<file path="config.mk">
export PLATFORM = sky130hd
export DESIGN_NAME = pc_sequencer_flat
export DESIGN_NICKNAME = d
export VERILOG_FILES = /design/src/rtl/pc_seq_pkg.sv /design/src/rtl/pc_seq_if.sv /design/src/rtl/pc_ras.sv /design/src/rtl/pc_sequencer.sv /design/src/flat_wrapper.sv
export SDC_FILE = /design/constraint.sdc
export NUM_CORES = 1
export LEC_CHECK = 0
export CAP_MARGIN = 20
export CORE_MARGIN = 3
export CORE_UTILIZATION = 45
export CTS_CLUSTER_DIAMETER = 30
export CTS_CLUSTER_SIZE = 8
export DETAILED_ROUTE_END_ITERATION = 8
export MAX_ROUTING_LAYER = met4
export PLACE_DENSITY = 0.91
export SYNTH_ARGS = -nofsm -noshare
export SYNTH_HDL_FRONTEND = slang
export SYNTH_SLANG_ARGS = --single-unit
</file>
<file path="constraint.sdc">
create_clock -name clk -period 2.2 [get_ports clk]
set_input_delay 0.44 -clock clk [delete_from_list [all_inputs] [get_ports clk]]
set_output_delay 0.44 -clock clk [all_outputs]
set_load 0.01 [all_outputs]
</file>
<file path="src/rtl/pc_seq_pkg.sv">
// ============================================================================
// Module      : pc_seq_pkg
// Description : Shared types for the PC sequencer and its return-address stack
// Revision    : 1.0 - initial release
// ============================================================================
`default_nettype none

package pc_seq_pkg;

  typedef enum logic [1:0] {
    BRANCH = 2'd0,
    JUMP   = 2'd1,
    CALL   = 2'd2,
    RET    = 2'd3
  } redirect_e;

  // Widest PC the stack storage can hold; narrower PCs are zero-extended
  localparam int unsigned RAS_ENTRY_MAX_WIDTH = 64;

  typedef logic [RAS_ENTRY_MAX_WIDTH-1:0] ras_entry_t;

endpackage

`default_nettype wire

</file>
<file path="src/rtl/pc_seq_if.sv">
// ============================================================================
// Module      : pc_seq_if
// Description : Control/redirect inputs and PC/status outputs of the sequencer
// Revision    : 1.0 - initial release
// ============================================================================
`default_nettype none

interface pc_seq_if
  import pc_seq_pkg::*;
#(
  parameter int WIDTH = 32
) ();

  logic             enable;
  logic             stall;
  logic             redirect_valid;
  redirect_e        redirect_kind;
  logic [WIDTH-1:0] redirect_target;
  logic             trap;
  logic [WIDTH-1:0] pc_out;
  logic             pc_valid;
  logic             ras_overflow;
  logic             ras_underflow;

  modport master (
    output enable, stall, redirect_valid, redirect_kind, redirect_target, trap,
    input  pc_out, pc_valid, ras_overflow, ras_underflow
  );

  modport slave (
    input  enable, stall, redirect_valid, redirect_kind, redirect_target, trap,
    output pc_out, pc_valid, ras_overflow, ras_underflow
  );

endinterface

`default_nettype wire

</file>
<file path="src/rtl/pc_ras.sv">
// ============================================================================
// Module      : pc_ras
// Description : Circular return-address stack; a push when full drops the oldest
// Revision    : 1.0 - initial release
// ============================================================================
`default_nettype none

module pc_ras
  import pc_seq_pkg::*;
#(
  parameter int WIDTH     = 32,
  parameter int RAS_DEPTH = 4
) (
  input  logic             clk,
  input  logic             rst,
  input  logic             push,
  input  logic             pop,
  input  logic [WIDTH-1:0] push_data,
  output logic [WIDTH-1:0] top,
  output logic             empty,
  output logic             full
);

  localparam int PTR_W = $clog2(RAS_DEPTH);
  localparam int CNT_W = $clog2(RAS_DEPTH + 1);
  localparam logic [PTR_W-1:0] LAST_IDX  = PTR_W'(RAS_DEPTH - 1);
  localparam logic [CNT_W-1:0] DEPTH_CNT = CNT_W'(RAS_DEPTH);

  ras_entry_t       mem [RAS_DEPTH];
  logic [PTR_W-1:0] ptr;
  logic [PTR_W-1:0] top_idx;
  logic [PTR_W-1:0] ptr_inc;
  logic [CNT_W-1:0] count;

  // ptr names the next free slot; when full that slot holds the oldest entry
  assign top_idx = (ptr == '0) ? LAST_IDX : ptr - PTR_W'(1);
  assign ptr_inc = (ptr == LAST_IDX) ? '0 : ptr + PTR_W'(1);
  assign empty   = (count == '0);
  assign full    = (count == DEPTH_CNT);
  assign top     = WIDTH'(mem[top_idx]);

  always_ff @(posedge clk or negedge rst) begin
    if (!rst) begin
      ptr   <= '0;
      count <= '0;
    end else if (push) begin
      ptr <= ptr_inc;
      if (!full) count <= count + CNT_W'(1);
    end else if (pop && !empty) begin
      ptr   <= top_idx;
      count <= count - CNT_W'(1);
    end
  end

  always_ff @(posedge clk) begin
    if (push) mem[ptr] <= ras_entry_t'(push_data);
  end

endmodule

`default_nettype wire

</file>
<file path="src/rtl/pc_sequencer.sv">
// ============================================================================
// Module      : pc_sequencer
// Description : Program-counter sequencer with trap, hold, redirect and step.
//               Define PC_SEQ_RAS_EN to build in the return-address stack.
// Revision    : 1.0 - initial release
// ============================================================================
`default_nettype none

module pc_sequencer
  import pc_seq_pkg::*;
#(
  parameter int               WIDTH        = 32,
  parameter logic [WIDTH-1:0] RESET_VECTOR = WIDTH'(32'h0000_0000),
  parameter logic [WIDTH-1:0] TRAP_VECTOR  = WIDTH'(32'h0000_0100),
  parameter int               STEP         = 4,
  parameter int               RAS_DEPTH    = 4
) (
  input  logic    clk,
  input  logic    rst,
  pc_seq_if.slave bus
);

  logic [WIDTH-1:0] pc;
  logic [WIDTH-1:0] pc_next;
  logic [WIDTH-1:0] seq_pc;
  logic             advance;
  logic             valid;

  assign advance = bus.enable & ~bus.stall;
  assign seq_pc  = pc + WIDTH'(STEP);

`ifdef PC_SEQ_RAS_EN
  logic             push;
  logic             pop;
  logic [WIDTH-1:0] ras_top;
  logic             ras_empty;
  logic             ras_full;
  logic             ovf;
  logic             unf;
  logic             ovf_next;
  logic             unf_next;

  pc_ras #(
    .WIDTH     (WIDTH),
    .RAS_DEPTH (RAS_DEPTH)
  ) u_ras (
    .clk       (clk),
    .rst       (rst),
    .push      (push),
    .pop       (pop),
    .push_data (seq_pc),
    .top       (ras_top),
    .empty     (ras_empty),
    .full      (ras_full)
  );

  always_ff @(posedge clk or negedge rst) begin
    if (!rst) begin
      ovf <= 1'b0;
      unf <= 1'b0;
    end else begin
      ovf <= ovf_next;
      unf <= unf_next;
    end
  end

  assign bus.ras_overflow  = ovf;
  assign bus.ras_underflow = unf;
`else
  assign bus.ras_overflow  = 1'b0;
  assign bus.ras_underflow = 1'b0;
`endif

  // Priority: trap, then hold, then redirect, then sequential step
  always_comb begin
    pc_next = pc;
`ifdef PC_SEQ_RAS_EN
    push     = 1'b0;
    pop      = 1'b0;
    ovf_next = 1'b0;
    unf_next = 1'b0;
`endif
    if (bus.trap) begin
      pc_next = TRAP_VECTOR;
    end else if (!advance) begin
      pc_next = pc;
    end else if (bus.redirect_valid) begin
      case (bus.redirect_kind)
`ifdef PC_SEQ_RAS_EN
        CALL: begin
          pc_next  = bus.redirect_target;
          push     = 1'b1;
          ovf_next = ras_full;
        end
        RET: begin
          if (!ras_empty) begin
            pc_next = ras_top;
            pop     = 1'b1;
          end else begin
            pc_next  = bus.redirect_target;
            unf_next = 1'b1;
          end
        end
`endif
        default: pc_next = bus.redirect_target;
      endcase
    end else begin
      pc_next = seq_pc;
    end
  end

  always_ff @(posedge clk or negedge rst) begin
    if (!rst) begin
      pc    <= RESET_VECTOR;
      valid <= 1'b0;
    end else begin
      pc    <= pc_next;
      valid <= 1'b1;
    end
  end

  assign bus.pc_out   = pc;
  assign bus.pc_valid = valid;

endmodule

`default_nettype wire

</file>
<file path="src/flat_wrapper.sv">
// flat-port wrapper written by rule: the top's interface ports become plain ports
module pc_sequencer_flat import pc_seq_pkg::*;
#(
  parameter int               WIDTH        = 32,
  parameter logic [WIDTH-1:0] RESET_VECTOR = WIDTH'(32'h0000_0000),
  parameter logic [WIDTH-1:0] TRAP_VECTOR  = WIDTH'(32'h0000_0100),
  parameter int               STEP         = 4,
  parameter int               RAS_DEPTH    = 4
)
  (clk, rst, bus_enable, bus_stall, bus_redirect_valid, bus_redirect_kind, bus_redirect_target, bus_trap, bus_pc_out, bus_pc_valid, bus_ras_overflow, bus_ras_underflow);
  pc_seq_if #(.WIDTH(WIDTH)) bus_i ();
  input  logic clk;
  input  logic rst;
  input wire logic [$bits(bus_i.enable)-1:0] bus_enable;
  input wire logic [$bits(bus_i.stall)-1:0] bus_stall;
  input wire logic [$bits(bus_i.redirect_valid)-1:0] bus_redirect_valid;
  input wire logic [$bits(bus_i.redirect_kind)-1:0] bus_redirect_kind;
  input wire logic [$bits(bus_i.redirect_target)-1:0] bus_redirect_target;
  input wire logic [$bits(bus_i.trap)-1:0] bus_trap;
  output wire logic [$bits(bus_i.pc_out)-1:0] bus_pc_out;
  output wire logic [$bits(bus_i.pc_valid)-1:0] bus_pc_valid;
  output wire logic [$bits(bus_i.ras_overflow)-1:0] bus_ras_overflow;
  output wire logic [$bits(bus_i.ras_underflow)-1:0] bus_ras_underflow;
  assign bus_i.enable = bus_enable;
  assign bus_i.stall = bus_stall;
  assign bus_i.redirect_valid = bus_redirect_valid;
  assign bus_i.redirect_kind = bus_redirect_kind;
  assign bus_i.redirect_target = bus_redirect_target;
  assign bus_i.trap = bus_trap;
  assign bus_pc_out = bus_i.pc_out;
  assign bus_pc_valid = bus_i.pc_valid;
  assign bus_ras_overflow = bus_i.ras_overflow;
  assign bus_ras_underflow = bus_i.ras_underflow;
  pc_sequencer #(.WIDTH(WIDTH), .RESET_VECTOR(RESET_VECTOR), .TRAP_VECTOR(TRAP_VECTOR), .STEP(STEP), .RAS_DEPTH(RAS_DEPTH)) u_core (.clk(clk), .rst(rst), .bus(bus_i));
endmodule
</file>
; ---- Word level (Yosys, flattened, before mapping)
; Index checks and enable logic that the tools add are counted.
[word_totals]
ff_bits = 33
out_inout_bits = 35
elab_cells = 9
in_bits = 40
[op_classes]
reduce_logical = 1
addsub = 1
n_mux = 3
bitwise_logic = 2
[op_table]
columns = cell, n
row1 = two-way mux 32 bit, 3
row2 = adder 32 x 3 -> 32 bit (second input constant), 1
row3 = nonzero test 2 bit, 1
row4 = AND 1 bit, 1
row5 = inverter 1 bit, 1

; ---- Depth between registers and ports, before layout
[logic_depth]
depth_word = 4
mapped_depth = 7
ltp_nobuf = 6

; ---- Least setup slack after synthesis
; Ideal clock, no wire load.
[synth_path]
path_type = flip-flop to flip-flop
startpoint = register u_core.pc[10], in the netlist u_core.bus.pc_out[10]
endpoint = register u_core.pc[29], in the netlist u_core.bus.pc_out[29]
slack_ns = 0.345
stages_incl_launch_ff = 7
arrival_ns = 1.786
cell_sequence = dfrtp_1 clkbuf_2 nand3_1 nor4_4 nand3_2 or4_1 nand3_1
[synth_between]
elab_chain_cells = 4
[synth_rtl]
columns = item, line_no
row1 = from (decl), pc_sequencer.sv:23  ; logic [WIDTH-1:0] pc;
row2 = from (signal assigned), pc_sequencer.sv:117  ; pc <= pc_next;
row3 = adder 32 x 3 -> 32 bit, pc_sequencer.sv:30  ; assign seq_pc = pc + WIDTH'(STEP);
row4 = two-way mux 32 bit, pc_sequencer.sv:87  ; end else if (bus.redirect_valid) begin
row5 = two-way mux 32 bit, pc_sequencer.sv:85  ; end else if (!advance) begin
row6 = two-way mux 32 bit, pc_sequencer.sv:83  ; if (bus.trap) begin
; No other way between the ends. The select of a mux whose other input is x is not followed.
; A chain may end at the register's enable or synchronous reset.

; ---- Worst setup path after layout
; Same ends and word-level chain as after synthesis.

==> flow_metrics.env <==
export IMPL_r2r_start="u_core.bus.pc_out[10]"
export IMPL_grt_first_pass_wirelength_um=10380
export IMPL_p_clk_frac=0.397
export IMPL_cts_tree="built"
export IMPL_post_route_period_util=0.9171
export IMPL_coreArea_um2=4414
export IMPL_peakVddDrop_mv=0.4522
export IMPL_firstDrtPassIters=6
export IMPL_rsz0062_at_grt="false"
export IMPL_viasPerCell=5.966
export IMPL_p_int_mw=1.137
export IMPL_hpwlAfterDp_um=4357
export IMPL_synth_top_area_share=0.3954
export IMPL_synth_xor_area_share=0.02097
export IMPL_synthCells=258
export IMPL_ys_flop_type="dfrtp_1"
export IMPL_syn_avg_cell_area_um2=8.094
export IMPL_worst_setup_path_start_kind="flop"
export IMPL_gp_congestion=0.8128
export IMPL_power_density_nw_per_um2=494.4
export IMPL_final_cells=388
export IMPL_seq_power_share=0.439
export IMPL_async_reset_ff_frac=1.000
export IMPL_ys_seq_area_frac=0.3954
export IMPL_crit_path_end_kind="flop"
export IMPL_drv_slew=0
export IMPL_cp_max_fo=9
export IMPL_status="finished clean"
export IMPL_grt_usage=0.2507
export IMPL_p_leak_nw=1.204
export IMPL_skew_ns=0.007723
export IMPL_synthSimpleGateAreaFrac=0.2696
export IMPL_boundaryPins=75
export IMPL_port_buffers=70
export IMPL_cap_viol_max_count=0
export IMPL_wl_per_cell_um=16.06
export IMPL_synth_top_family_by_area="simple AND/OR/NAND/NOR gates"
export IMPL_synthTopCellsByArea="dfrtp_1 (40%), o21ai_0 (7.9%), a21oi_1 (4.6%)"
export IMPL_hold_viol_final=0
export IMPL_synth_area_mux_share=0.01438
export IMPL_post_cts_buffers=0
export IMPL_dp_cells=380
export IMPL_drtAntennaViolNets=0
export IMPL_die_h_um=74.12
export IMPL_critical_path_class="reg2reg"
export IMPL_setup_tns_ns=0
export IMPL_setup_viol=0
export IMPL_yosys_warnings=0
export IMPL_relSlewSlack=0.6186
export IMPL_path_clk_slew_ns=0.07
export IMPL_power_switching_mw=0.3700
export IMPL_ys_ff_latch=33
export IMPL_grt_pass1_vias=2181
export IMPL_pwr_share_comb=0.164
export IMPL_numClockSinks=33
export IMPL_diodes=0
export IMPL_netlist_cell_type_count=45
export IMPL_antenna_found_initial=0
export IMPL_hp_start="u_core.bus.pc_out[1]"
export IMPL_synth_compound_area_share=0.2415
export IMPL_max_freq_mhz=495.6
export IMPL_htreeDepth=2
export IMPL_nNetsFinal=376
export IMPL_fp_row_count=24
export IMPL_period_needed_ns=2.018
export IMPL_route_detailed_drc=0
export IMPL_dieArea_um2=5494
export IMPL_die_w_um=74.12
export IMPL_overflow=0
export IMPL_synth_area_leader_cell="dfrtp_1"
export IMPL_cts_buffers=5
export IMPL_synth_edf_count=0
export IMPL_layout_drive_gt1_share=0.08929
export IMPL_initial_core_util=0.4731
export IMPL_syn_area_um2=2088
export IMPL_wirelength_um=6233
export IMPL_switching_share=0.2455
export IMPL_detail_route_iter0_violations=259
export IMPL_grt_max_degree=34
export IMPL_cp_startpoint="u_core.bus.pc_out[10]"
export IMPL_required_ns=2.43
export IMPL_ctsLongestPathBuffers=2
export IMPL_via_count=2315
export IMPL_crit_arrival_ns=2.25
export IMPL_hold_class="reg2reg"
export IMPL_synth_adder_area_share=0.005992
export IMPL_synthToLayoutAreaGrowth_pct=46.02
export IMPL_cts_root_buffer="clkbuf_8"
export IMPL_clkLatencyLatePin_ns=0.29
export IMPL_worstMarginPinSlew_ns=0.5669
power groups by stage:
stage	combinational, mW	clock, mW	sequential [mW]
floorplan	0.0794	0	0.676
global placement	0.242	0	0.671
detailed placement	0.245	0	0.673
CTS	0.247	0.606	0.662
global route	0.268	0.641	0.666
finish	0.247	0.599	0.662
path summary, 6_finish.rpt:
| check | endpoint | slack, ns | depth (start not counted) |
|---|---|---|---|
| worst max-delay path | u_core.bus.pc_out[29] | 0.18 | 5 |
| worst min-delay path | u_core.bus.pc_out[1] | 0.52 | 2 |
| worst max register to register | u_core.bus.pc_out[29] | 0.18 | 5 |
| worst min register to register | u_core.bus.pc_out[1] | 0.52 | 2 |
| max in group asynchronous | u_core.bus.pc_out[10] | 1.34 | 2 |
| min in group asynchronous | u_core.bus.pc_out[27] | 0.56 | 2 |
layout by cell type (no fill, tap or decap), types with 2 or more instances in the layout:
cell and instances:
and3_1 5, a22oi_1 11, nor2_1 20, clkdlybuf4s50_1 70
nor4_1 5, or3_1 2, inv_1 7, buf_12 2
dfrtp_1 33, o22ai_1 2, nor2b_1 2, o21ai_0 33
xor2_1 4, a31oi_1 5, buf_4 14, conb_1 3
clkbuf_8 6, nand4_1 12, nand3_1 17, nand2_1 22
or4_1 2, o31ai_1 2, mux2i_1 3, o211ai_1 5
a21o_1 2, a21oi_1 19, nor3_1 7
cell usage after synthesis, drive strengths merged (2+ instances only):
master  instances
nor4            6
clkbuf         13
a22oi          11
o211ai          5
inv             7
o31ai           2
o21ai          33
and3            6
nor3            8
nor2b           2
or4             2
xor2            4
a21o            2
a31oi           5
buf             4
a21oi          19
nand4          12
dfrtp          33
or3             2
nand3          19
mux2i           3
nand2          22
o22ai           2
nor2           21
conb            2
state kept, by name, summed over array words and instances (netlist names):
register,cells
u_core.bus.pc_valid,1
u_core.bus.pc_out,32
worst max-delay path, cell delays in order (launching register included):
cell and delay (ns):
dfrtp_1 0.49, nand3_1 0.20, nor4_4 0.46, nand3_2 0.19, or4_1 0.53, nand3_1 0.09
cell type report:
cell class | instances | area [um2]
clock buffers | 7 | 86.33
fillers | 380 | 1365
inverters | 7 | 26.28
clock inverters | 1 | 30.03
flip-flops and latches | 33 | 825.8
multi-input cells | 202 | 1170
well taps | 52 | 65.06
repair buffers | 86 | 845.8
per-stage QoR:
stage	power [mW]	utilization	hold slack [ns]	setup slack (ns)	cell area [um2]
after floorplan	0.7550	-	0.1444	0.3451	2092
after global placement	0.9137	0.6633	0.5090	0.07514	2928
after detailed placement	0.9180	0.6633	0.5125	0.05734	2928
after CTS	1.515	0.6896	0.5223	0.1822	3044
after global routing	1.575	0.6908	0.5539	0.004573	3049
final	1.507	0.6908	0.5238	0.1824	3049
logic make-up (layout without fill, tap and decap cells):
family | Yosys count | in the layout
xor gates and xnor gates | 5 | 5
adders and majority gates | 1 | 1
buffers and inverters | 24 | 101
muxes | 3 | 3
AOI/OAI and AO/OA | 85 | 85
other | 2 | 3
and+or+nand+nor | 105 | 105
DFF | 33 | 33
metal layers:
metal | vias to the layer above | routed length (um) | GRT usage | part of all wire
met2 | 110 | 3093 | 0.3986 | 0.50
met4 | 0 | 79 | 0.07445 | 0.013
met1 | 1088 | 2541 | 0.3175 | 0.41
li1 | 1110 | - | - | -
met3 | 7 | 519 | 0.05946 | 0.083
met5 | - | 0 | - | 0
repair_timing:
item,in CTS,in global routing
hold buffers,0,0
setup endpoints to repair,0,2
resized for setup,0,1
endpoints found under the hold margin,0,0
No activity file was read; power rests on OpenSTA's default activity.
